`src/rtl/spell_commit_pkg.sv`:
```
// spell_commit_pkg: shared types for the Spell commit/writeback stage.
// Holds memory write types, commit state encoding and the stack depth.
// Optional build macro used by this slice: SPELL_STACK_CLEAR_EN (see regfile).
package spell_commit_pkg;

  localparam int STACK_DEPTH = 32;
  localparam int SP_W        = 5;

  typedef enum logic [1:0] {
    MemoryTypeNone = 2'd0,
    MemoryTypeData = 2'd1,
    MemoryTypeCode = 2'd2,
    MemoryTypeRsvd = 2'd3
  } mem_type_e;

  typedef enum logic [1:0] {
    ST_IDLE  = 2'd0,
    ST_MEMWR = 2'd1,
    ST_DELAY = 2'd2,
    ST_SLEEP = 2'd3
  } commit_state_e;

endpackage

```
`src/rtl/spell_commit_if.sv`:
```
// spell_commit_if: bundles the execute->commit result bus, the memory write
// port and the architectural-state outputs. slave = commit stage side,
// master = surrounding core (execute, memory, fetch, wake/tick sources).
interface spell_commit_if;
  // execute results
  logic       commit_valid;
  logic       commit_ready;
  logic [7:0] next_pc;
  logic [4:0] next_sp;
  logic [1:0] stack_write_count;
  logic [7:0] set_stack_top;
  logic [7:0] set_stack_belowtop;
  logic [1:0] memory_write_type;
  logic [7:0] memory_write_addr;
  logic [7:0] memory_write_data;
  logic [7:0] delay_amount;
  logic       sleep;
  // timing / wake
  logic       delay_tick;
  logic       wake;
  // architectural state
  logic [7:0] pc;
  logic [4:0] sp;
  logic [7:0] stack_top;
  logic [7:0] stack_belowtop;
  // memory write port
  logic       mem_wr_valid;
  logic       mem_wr_ready;
  logic [1:0] mem_wr_type;
  logic [7:0] mem_wr_addr;
  logic [7:0] mem_wr_data;
  logic       sleeping;

  modport slave (
    input  commit_valid, next_pc, next_sp, stack_write_count, set_stack_top,
           set_stack_belowtop, memory_write_type, memory_write_addr,
           memory_write_data, delay_amount, sleep, delay_tick, wake, mem_wr_ready,
    output commit_ready, pc, sp, stack_top, stack_belowtop, mem_wr_valid,
           mem_wr_type, mem_wr_addr, mem_wr_data, sleeping
  );

  modport master (
    output commit_valid, next_pc, next_sp, stack_write_count, set_stack_top,
           set_stack_belowtop, memory_write_type, memory_write_addr,
           memory_write_data, delay_amount, sleep, delay_tick, wake, mem_wr_ready,
    input  commit_ready, pc, sp, stack_top, stack_belowtop, mem_wr_valid,
           mem_wr_type, mem_wr_addr, mem_wr_data, sleeping
  );
endinterface

```
`src/rtl/spell_stack_regfile.sv`:
```
// spell_stack_regfile: 32x8 data stack, two combinational read ports, two write ports.
// Ports: clk, reset, rd0/rd1 index+data, we0/we1 with index+data.
// SPELL_STACK_CLEAR_EN defined: reset zeroes every entry; otherwise entries have no reset.
module spell_stack_regfile
  import spell_commit_pkg::*;
(
  input  logic            clk,
  input  logic            reset,
  input  logic [SP_W-1:0] rd0_idx_i,
  output logic [7:0]      rd0_dat_o,
  input  logic [SP_W-1:0] rd1_idx_i,
  output logic [7:0]      rd1_dat_o,
  input  logic            we0_i,
  input  logic [SP_W-1:0] wr0_idx_i,
  input  logic [7:0]      wr0_dat_i,
  input  logic            we1_i,
  input  logic [SP_W-1:0] wr1_idx_i,
  input  logic [7:0]      wr1_dat_i
);

  logic [7:0] mem_q [STACK_DEPTH];
  logic [7:0] mem_d [STACK_DEPTH];

  assign rd0_dat_o = mem_q[rd0_idx_i];
  assign rd1_dat_o = mem_q[rd1_idx_i];

  // The two write indices are always next_sp-1 and next_sp-2, so they never collide.
  always_comb begin
    for (int i = 0; i < STACK_DEPTH; i++) begin
      mem_d[i] = mem_q[i];
      if (we0_i && (wr0_idx_i == SP_W'(i))) mem_d[i] = wr0_dat_i;
      if (we1_i && (wr1_idx_i == SP_W'(i))) mem_d[i] = wr1_dat_i;
    end
  end

`ifdef SPELL_STACK_CLEAR_EN
  always_ff @(posedge clk or posedge reset) begin
    if (reset) begin
      for (int i = 0; i < STACK_DEPTH; i++) mem_q[i] <= 8'h00;
    end else begin
      for (int i = 0; i < STACK_DEPTH; i++) mem_q[i] <= mem_d[i];
    end
  end
`else
  logic unused_reset;
  assign unused_reset = reset;

  always_ff @(posedge clk) begin
    for (int i = 0; i < STACK_DEPTH; i++) mem_q[i] <= mem_d[i];
  end
`endif

endmodule

```
`src/rtl/spell_commit.sv`:
```
// spell_commit: commit/writeback stage; updates pc/sp/stack, drives memory writes,
// runs the delay countdown and holds the core asleep until wake.
// Ports: clk, reset (async, active-high), bus (spell_commit_if.slave). Macro: SPELL_STACK_CLEAR_EN.
module spell_commit
  import spell_commit_pkg::*;
(
  input  logic           clk,
  input  logic           reset,
  spell_commit_if.slave  bus
);

  commit_state_e   state_q, state_d;
  logic [7:0]      pc_q, pc_d;
  logic [SP_W-1:0] sp_q, sp_d;
  logic [7:0]      cnt_q, cnt_d;
  mem_type_e       wr_type_q, wr_type_d;
  logic [7:0]      wr_addr_q, wr_addr_d;
  logic [7:0]      wr_data_q, wr_data_d;
  logic            accept;

  // Ready is a pure state decode so no input can reach it combinationally.
  assign bus.commit_ready = (state_q == ST_IDLE);
  assign accept           = bus.commit_valid && (state_q == ST_IDLE);

  always_comb begin
    state_d   = state_q;
    pc_d      = pc_q;
    sp_d      = sp_q;
    cnt_d     = cnt_q;
    wr_type_d = wr_type_q;
    wr_addr_d = wr_addr_q;
    wr_data_d = wr_data_q;
    case (state_q)
      ST_IDLE: begin
        if (accept) begin
          pc_d = bus.next_pc;
          sp_d = bus.next_sp;
          if (mem_type_e'(bus.memory_write_type) != MemoryTypeNone) begin
            state_d   = ST_MEMWR;
            wr_type_d = mem_type_e'(bus.memory_write_type);
            wr_addr_d = bus.memory_write_addr;
            wr_data_d = bus.memory_write_data;
          end else if (bus.delay_amount != 8'd0) begin
            state_d = ST_DELAY;
            cnt_d   = bus.delay_amount;
          end else if (bus.sleep) begin
            state_d = ST_SLEEP;
          end
        end
      end
      ST_MEMWR: begin
        if (bus.mem_wr_ready) state_d = ST_IDLE;
      end
      ST_DELAY: begin
        // A zero count here cannot happen via accept; treat it as done.
        if (cnt_q == 8'd0) begin
          state_d = ST_IDLE;
        end else if (bus.delay_tick) begin
          cnt_d = cnt_q - 8'd1;
          if (cnt_q == 8'd1) state_d = ST_IDLE;
        end
      end
      ST_SLEEP: begin
        if (bus.wake) state_d = ST_IDLE;
      end
      default: state_d = ST_IDLE;
    endcase
  end

  always_ff @(posedge clk or posedge reset) begin
    if (reset) begin
      state_q   <= ST_IDLE;
      pc_q      <= 8'h00;
      sp_q      <= '0;
      cnt_q     <= 8'h00;
      wr_type_q <= MemoryTypeNone;
      wr_addr_q <= 8'h00;
      wr_data_q <= 8'h00;
    end else begin
      state_q   <= state_d;
      pc_q      <= pc_d;
      sp_q      <= sp_d;
      cnt_q     <= cnt_d;
      wr_type_q <= wr_type_d;
      wr_addr_q <= wr_addr_d;
      wr_data_q <= wr_data_d;
    end
  end

  assign bus.pc           = pc_q;
  assign bus.sp           = sp_q;
  assign bus.mem_wr_valid = (state_q == ST_MEMWR);
  assign bus.mem_wr_type  = wr_type_q;
  assign bus.mem_wr_addr  = wr_addr_q;
  assign bus.mem_wr_data  = wr_data_q;
  assign bus.sleeping     = (state_q == ST_SLEEP);

  // Count 3 behaves as 2: bit 1 alone enables the second write.
  spell_stack_regfile u_stack (
    .clk       (clk),
    .reset     (reset),
    .rd0_idx_i (sp_q - 5'd1),
    .rd0_dat_o (bus.stack_top),
    .rd1_idx_i (sp_q - 5'd2),
    .rd1_dat_o (bus.stack_belowtop),
    .we0_i     (accept && (bus.stack_write_count != 2'd0)),
    .wr0_idx_i (bus.next_sp - 5'd1),
    .wr0_dat_i (bus.set_stack_top),
    .we1_i     (accept && bus.stack_write_count[1]),
    .wr1_idx_i (bus.next_sp - 5'd2),
    .wr1_dat_i (bus.set_stack_belowtop)
  );

endmodule

```
`src/flat_wrapper.sv`:
```
// flat-port wrapper written by rule: the top's interface ports become plain ports
module spell_commit_flat import spell_commit_pkg::*;
  (clk, reset, bus_commit_valid, bus_next_pc, bus_next_sp, bus_stack_write_count, bus_set_stack_top, bus_set_stack_belowtop, bus_memory_write_type, bus_memory_write_addr, bus_memory_write_data, bus_delay_amount, bus_sleep, bus_delay_tick, bus_wake, bus_mem_wr_ready, bus_commit_ready, bus_pc, bus_sp, bus_stack_top, bus_stack_belowtop, bus_mem_wr_valid, bus_mem_wr_type, bus_mem_wr_addr, bus_mem_wr_data, bus_sleeping);
  spell_commit_if bus_i ();
  input  logic clk;
  input  logic reset;
  input wire logic [$bits(bus_i.commit_valid)-1:0] bus_commit_valid;
  input wire logic [$bits(bus_i.next_pc)-1:0] bus_next_pc;
  input wire logic [$bits(bus_i.next_sp)-1:0] bus_next_sp;
  input wire logic [$bits(bus_i.stack_write_count)-1:0] bus_stack_write_count;
  input wire logic [$bits(bus_i.set_stack_top)-1:0] bus_set_stack_top;
  input wire logic [$bits(bus_i.set_stack_belowtop)-1:0] bus_set_stack_belowtop;
  input wire logic [$bits(bus_i.memory_write_type)-1:0] bus_memory_write_type;
  input wire logic [$bits(bus_i.memory_write_addr)-1:0] bus_memory_write_addr;
  input wire logic [$bits(bus_i.memory_write_data)-1:0] bus_memory_write_data;
  input wire logic [$bits(bus_i.delay_amount)-1:0] bus_delay_amount;
  input wire logic [$bits(bus_i.sleep)-1:0] bus_sleep;
  input wire logic [$bits(bus_i.delay_tick)-1:0] bus_delay_tick;
  input wire logic [$bits(bus_i.wake)-1:0] bus_wake;
  input wire logic [$bits(bus_i.mem_wr_ready)-1:0] bus_mem_wr_ready;
  output wire logic [$bits(bus_i.commit_ready)-1:0] bus_commit_ready;
  output wire logic [$bits(bus_i.pc)-1:0] bus_pc;
  output wire logic [$bits(bus_i.sp)-1:0] bus_sp;
  output wire logic [$bits(bus_i.stack_top)-1:0] bus_stack_top;
  output wire logic [$bits(bus_i.stack_belowtop)-1:0] bus_stack_belowtop;
  output wire logic [$bits(bus_i.mem_wr_valid)-1:0] bus_mem_wr_valid;
  output wire logic [$bits(bus_i.mem_wr_type)-1:0] bus_mem_wr_type;
  output wire logic [$bits(bus_i.mem_wr_addr)-1:0] bus_mem_wr_addr;
  output wire logic [$bits(bus_i.mem_wr_data)-1:0] bus_mem_wr_data;
  output wire logic [$bits(bus_i.sleeping)-1:0] bus_sleeping;
  assign bus_i.commit_valid = bus_commit_valid;
  assign bus_i.next_pc = bus_next_pc;
  assign bus_i.next_sp = bus_next_sp;
  assign bus_i.stack_write_count = bus_stack_write_count;
  assign bus_i.set_stack_top = bus_set_stack_top;
  assign bus_i.set_stack_belowtop = bus_set_stack_belowtop;
  assign bus_i.memory_write_type = bus_memory_write_type;
  assign bus_i.memory_write_addr = bus_memory_write_addr;
  assign bus_i.memory_write_data = bus_memory_write_data;
  assign bus_i.delay_amount = bus_delay_amount;
  assign bus_i.sleep = bus_sleep;
  assign bus_i.delay_tick = bus_delay_tick;
  assign bus_i.wake = bus_wake;
  assign bus_i.mem_wr_ready = bus_mem_wr_ready;
  assign bus_commit_ready = bus_i.commit_ready;
  assign bus_pc = bus_i.pc;
  assign bus_sp = bus_i.sp;
  assign bus_stack_top = bus_i.stack_top;
  assign bus_stack_belowtop = bus_i.stack_belowtop;
  assign bus_mem_wr_valid = bus_i.mem_wr_valid;
  assign bus_mem_wr_type = bus_i.mem_wr_type;
  assign bus_mem_wr_addr = bus_i.mem_wr_addr;
  assign bus_mem_wr_data = bus_i.mem_wr_data;
  assign bus_sleeping = bus_i.sleeping;
  spell_commit u_core (.clk(clk), .reset(reset), .bus(bus_i));
endmodule
```
`config.mk`:
```
export PLATFORM = sky130hd
export DESIGN_NAME = spell_commit_flat
export DESIGN_NICKNAME = d
export VERILOG_FILES = /design/src/rtl/spell_commit_pkg.sv /design/src/rtl/spell_commit_if.sv /design/src/rtl/spell_stack_regfile.sv /design/src/rtl/spell_commit.sv /design/src/flat_wrapper.sv
export SDC_FILE = /design/constraint.sdc
export NUM_CORES = 1
export LEC_CHECK = 0
export CAP_MARGIN = 25
export CORE_ASPECT_RATIO = 0.9
export CORE_UTILIZATION = 30
export DETAILED_ROUTE_END_ITERATION = 8
export GPL_TIMING_DRIVEN = 0
export HOLD_SLACK_MARGIN = 0.06
export SYNTH_ARGS = -nofsm -noshare
export SYNTH_HDL_FRONTEND = slang
export SYNTH_SLANG_ARGS = --single-unit
```
`constraint.sdc`:
```
create_clock -name clk -period 3.78 [get_ports clk]
set_input_delay 1.134 -clock clk [delete_from_list [all_inputs] [get_ports clk]]
set_output_delay 1.134 -clock clk [all_outputs]
set_load 0.01 [all_outputs]
```
==> impl_summary.log <==
INFO  metric run_status = finished with violations
INFO  metric failed_checks = setup timing
INFO  metric clock_insertion_delay_worst_skew = 0.56 ns
INFO  metric syn_area = 17,880 sq um
INFO  metric worst-endpoint-arrival = 3.54 ns
INFO  metric gp_congestion = 0.9935
INFO  metric drt_iter0_drc = approximately 1,800
INFO  metric routed_wirelength = 68,480 um
INFO  metric synth_area_leader_cell = edfxtp_1
INFO  metric grt_antenna_before_repair = 3
INFO  metric hpwl_after_dpl = ~49,000 um
INFO  metric antenna_cells = 0
INFO  metric grt_pass1_vias = 12,650
INFO  metric ys_seq_elements = 297
INFO  metric grt_overflow = 0
INFO  metric clock_sinks = 297
INFO  metric post-route-cell-area = approximately 22,000 sq um
INFO  metric syn_inst = 1,174
INFO  metric tritoncts.num_buffers = 36
INFO  metric avgSynthCellArea = 15.23 sq um
INFO  metric ioPinCount = 114
INFO  metric layout_worst_path_cycle_share = 123.6%
INFO  metric grt_start_max_net_pins = 42
INFO  metric setup-violations-final = 16
INFO  metric die_area = 60,580 sq um
INFO  metric max-clock-path-buffers = 3
INFO  metric critical_path_required = 2.65 ns
INFO  metric number_of_h_tree_levels = 2
INFO  metric synth_ff_type = edfxtp_1
INFO  metric remaining_drc_errors = 0
INFO  metric detailroute.via_count = 12,780
INFO  metric buffer_ports.inserted = 110
INFO  metric endpoint_kind = output port
INFO  metric power_per_cell_area = approximately 800 nW/um^2
INFO  metric dieHeight = 233.6 um
INFO  metric yosys.cell_types.count = 62
INFO  metric max_freq = roughly 0.21 GHz
INFO  metric worst_path_fanout_max = 6
INFO  metric fillerInstances = 5,515
INFO  metric grt_usage = 22.49%
INFO  metric synth_top_cell_area_share = between 40% and 50%
INFO  metric initial_core_util = 30.49%
INFO  metric placed_cells = 2,075
INFO  metric period_needed = roughly 4.7 ns
INFO  metric timing.setup.critical_path_class = reg2out
INFO  metric worst_pin_slew = 1.167 ns
INFO  metric async_reset_ff_share = 13.80%
INFO  metric timing.max_cap.violations = 0
INFO  metric synth_edf_count = between 200 and 300
INFO  metric areaGrowthSynthToFinish = 24.45%
INFO  metric seq_area_frac_synth = 48.74%
INFO  metric drv_slew = 0
INFO  metric antenna_left = 0
INFO  metric cts_tree = done
INFO  metric grt_first_pass_wirelength = 95,190 um
INFO  metric clock_transition_time_at_the_flip_flop_clock_pins_of_the_worst_setup_and_hold_paths = 0.05 ns
INFO  metric design.core.area = 58,650 sq um
INFO  metric power.static_leakage = 0.007427 uW
INFO  metric stdcell_count = 2,177
INFO  metric worst_slew_margin_rel = 22.18%
INFO  metric critical_path.startpoint_type = flop
INFO  metric post_dp_cell_area = between 20,000 and 25,000 sq um
INFO  metric register_area = approximately 8700 sq um
INFO  metric post-route-worst-setup-slack = -0.8919 ns
INFO  metric num_rows = 84
INFO  metric vias_per_cell = 5.870
INFO  metric worstHoldPathType = reg2reg
INFO  metric setup_repair_after_global_routing_missed_its_margin = true
INFO  metric netlist_top_cells_area = edfxtp_1 43%, mux4_2 18%, mux2_2 17%
INFO  metric ys.warnings.count = 0
INFO  metric place_worst_setup_slack = -1.750 ns
INFO  metric die_width = 259.3 um
INFO  metric vdd.ir_drop.worst = roughly 0.45 mV
INFO  metric synth.net_count = between 1,000 and 1,500
INFO  metric post_route_cells_drive_above_1_share = 49.89%
INFO  metric firstDrtPassIters = 5
INFO  metric ctsRootBufferMaster = clkbuf_16
INFO  metric multiInputGateArea = 9040 sq um
INFO  metric finalClockSkew = 0.02672 ns
INFO  metric layout.nets = around 1,500
INFO  metric detail_routed_net_length_per_standard_cell = 31.45 um
INFO  metric final-hold-violation-count = 0
Yosys cell counts (3+ instances only):
library cell / instances
a21oi_1: 11
a221oi_1: 8
a22o_1: 9
and2_1: 3
buf_1: 7
buf_2: 26
buf_4: 9
clkbuf_1: 63
dfrtp_1: 41
edfxtp_1: 256
ha_1: 8
inv_1: 10
mux2_2: 272
mux2i_1: 34
mux4_1: 3
mux4_2: 141
nand2_1: 81
nand2b_1: 7
nand3_1: 9
nand3_2: 6
nand3b_2: 4
nor2_1: 23
nor2_2: 3
nor2_4: 16
nor2b_1: 3
nor3_1: 6
nor4_1: 7
o21ai_0: 33
o21ai_1: 3
o21ai_2: 4
o22ai_1: 18
or2_2: 3
or3_1: 4
xnor2_1: 5
xor2_1: 4
where the power goes:
part	leakage [uW]	internal (uW)	switching (uW)
logic	0.00406	5060	5340
clock network	0.000571	1990	1440
registers	0.00280	3830	214
per-stage QoR:
step	setup TNS [ns]	hold slack [ns]	utilization [%]	total power, uW
global route	-14.30	0.4914	37.94	18450
finish	-13.03	0.4811	37.94	17890
global placement	-311.28	0.4605	34.13	12740
CTS	-13.27	0.4839	37.70	17610
detailed placement	-264.09	0.4642	34.36	12850
floorplan	0	0.4713	-	9251
logic make-up (layout without fill, tap and decap cells):
family / Yosys count / in the layout / synth area share, %
muxes: 451 / 451 / 37.30
buffers and inverters: 116 / 345 / 2.848
AOI/OAI and AO/OA: 100 / 100 / 3.772
and+or+nand+nor: 191 / 191 / 6.158
adders and majority gates: 8 / 8 / 0.5599
xor gates and xnor gates: 11 / 11 / 0.6229
DFF: 297 / 297 / 48.74
area by class of cell:
| type | count | share of cell area, % |
|---|---|---|
| Clock inverter | 17 | 0.5117 |
| Tap cell | 774 | 4.352 |
| Buffer | 105 | 3.053 |
| Clock buffer | 46 | 4.639 |
| Timing Repair Buffer | 167 | 7.440 |
| Sequential cell | 297 | 39.17 |
| Multi-Input combinational cell | 761 | 40.63 |
| Inverter | 10 | 0.2024 |
registers in the layout (all words and copies together), names as in the netlist:
name / flops
u_core.u_stack.mem_q: 256
u_core.bus.mem_wr_addr: 8
u_core.bus.mem_wr_data: 8
u_core.bus.pc: 8
u_core.cnt_q: 8
u_core.bus.sp: 5
u_core.bus.mem_wr_type: 2
u_core.state_q: 2
layer usage:
layer  part of all wire (%)  global-route usage (%)  wire length, um
met5                      0                       0                0
met1                     39                   30.15            26500
met2                     43                   32.89            29200
met4                    4.0                   8.768             2711
met3                     15                   8.095            10070
final timing paths:
check	startpoint	endpoint	slack [ns]	cells past startpoint
setup / recovery	u_core.bus.sp[0]	bus_stack_top[0]	-0.89	13
hold / removal	u_core.bus.pc[3]	u_core.bus.pc[3]	0.48	2
setup reg to reg	u_core.state_q[1]	u_core.u_stack.mem_q[12][0]	0.94	7
hold reg to reg	u_core.bus.pc[3]	u_core.bus.pc[3]	0.48	2
max in group asynchronous	reset	u_core.bus.sp[1]	2.06	2
min in group asynchronous	reset	u_core.bus.mem_wr_data[5]	1.11	2
worst max-delay path, cell delays in order, from the launching register on:
cell and delay (ns):
dfrtp_1 0.36, buf_6 0.12, buf_12 0.10, buf_12 0.09, clkinvlp_4 0.12, ha_4 0.31, buf_12 0.16, buf_16 0.14
buf_12 0.14, mux4_2 0.59, mux4_2 0.53, nand2_2 0.12, nand2_4 0.07, buf_6 0.12
layout by cell type, fill, tap and decap left out, types with 15 or more instances in the layout:
cell type,netlist,final
nand2_1,81,62
o21ai_2,4,15
mux2i_1,34,32
clkbuf_1,63,59
nor2_1,23,22
buf_6,1,21
buf_12,0,16
nand2_2,2,19
nor2_4,16,18
mux2_2,272,272
mux4_2,141,144
buf_4,9,45
o21ai_0,33,18
buf_2,26,18
edfxtp_1,256,256
dfrtp_1,41,39
clkbuf_16,0,39
clkdlybuf4s50_1,0,102
timing repair:
action | CTS | global route
pin swaps | 12 | 8
hold buffers | 0 | 0
gates resized for setup | 150 | 39
buffers inserted | 33 | 8
cloned | 2 | 0
setup endpoints to repair | 206 | 303
Power figures use the tool's default switching activity.
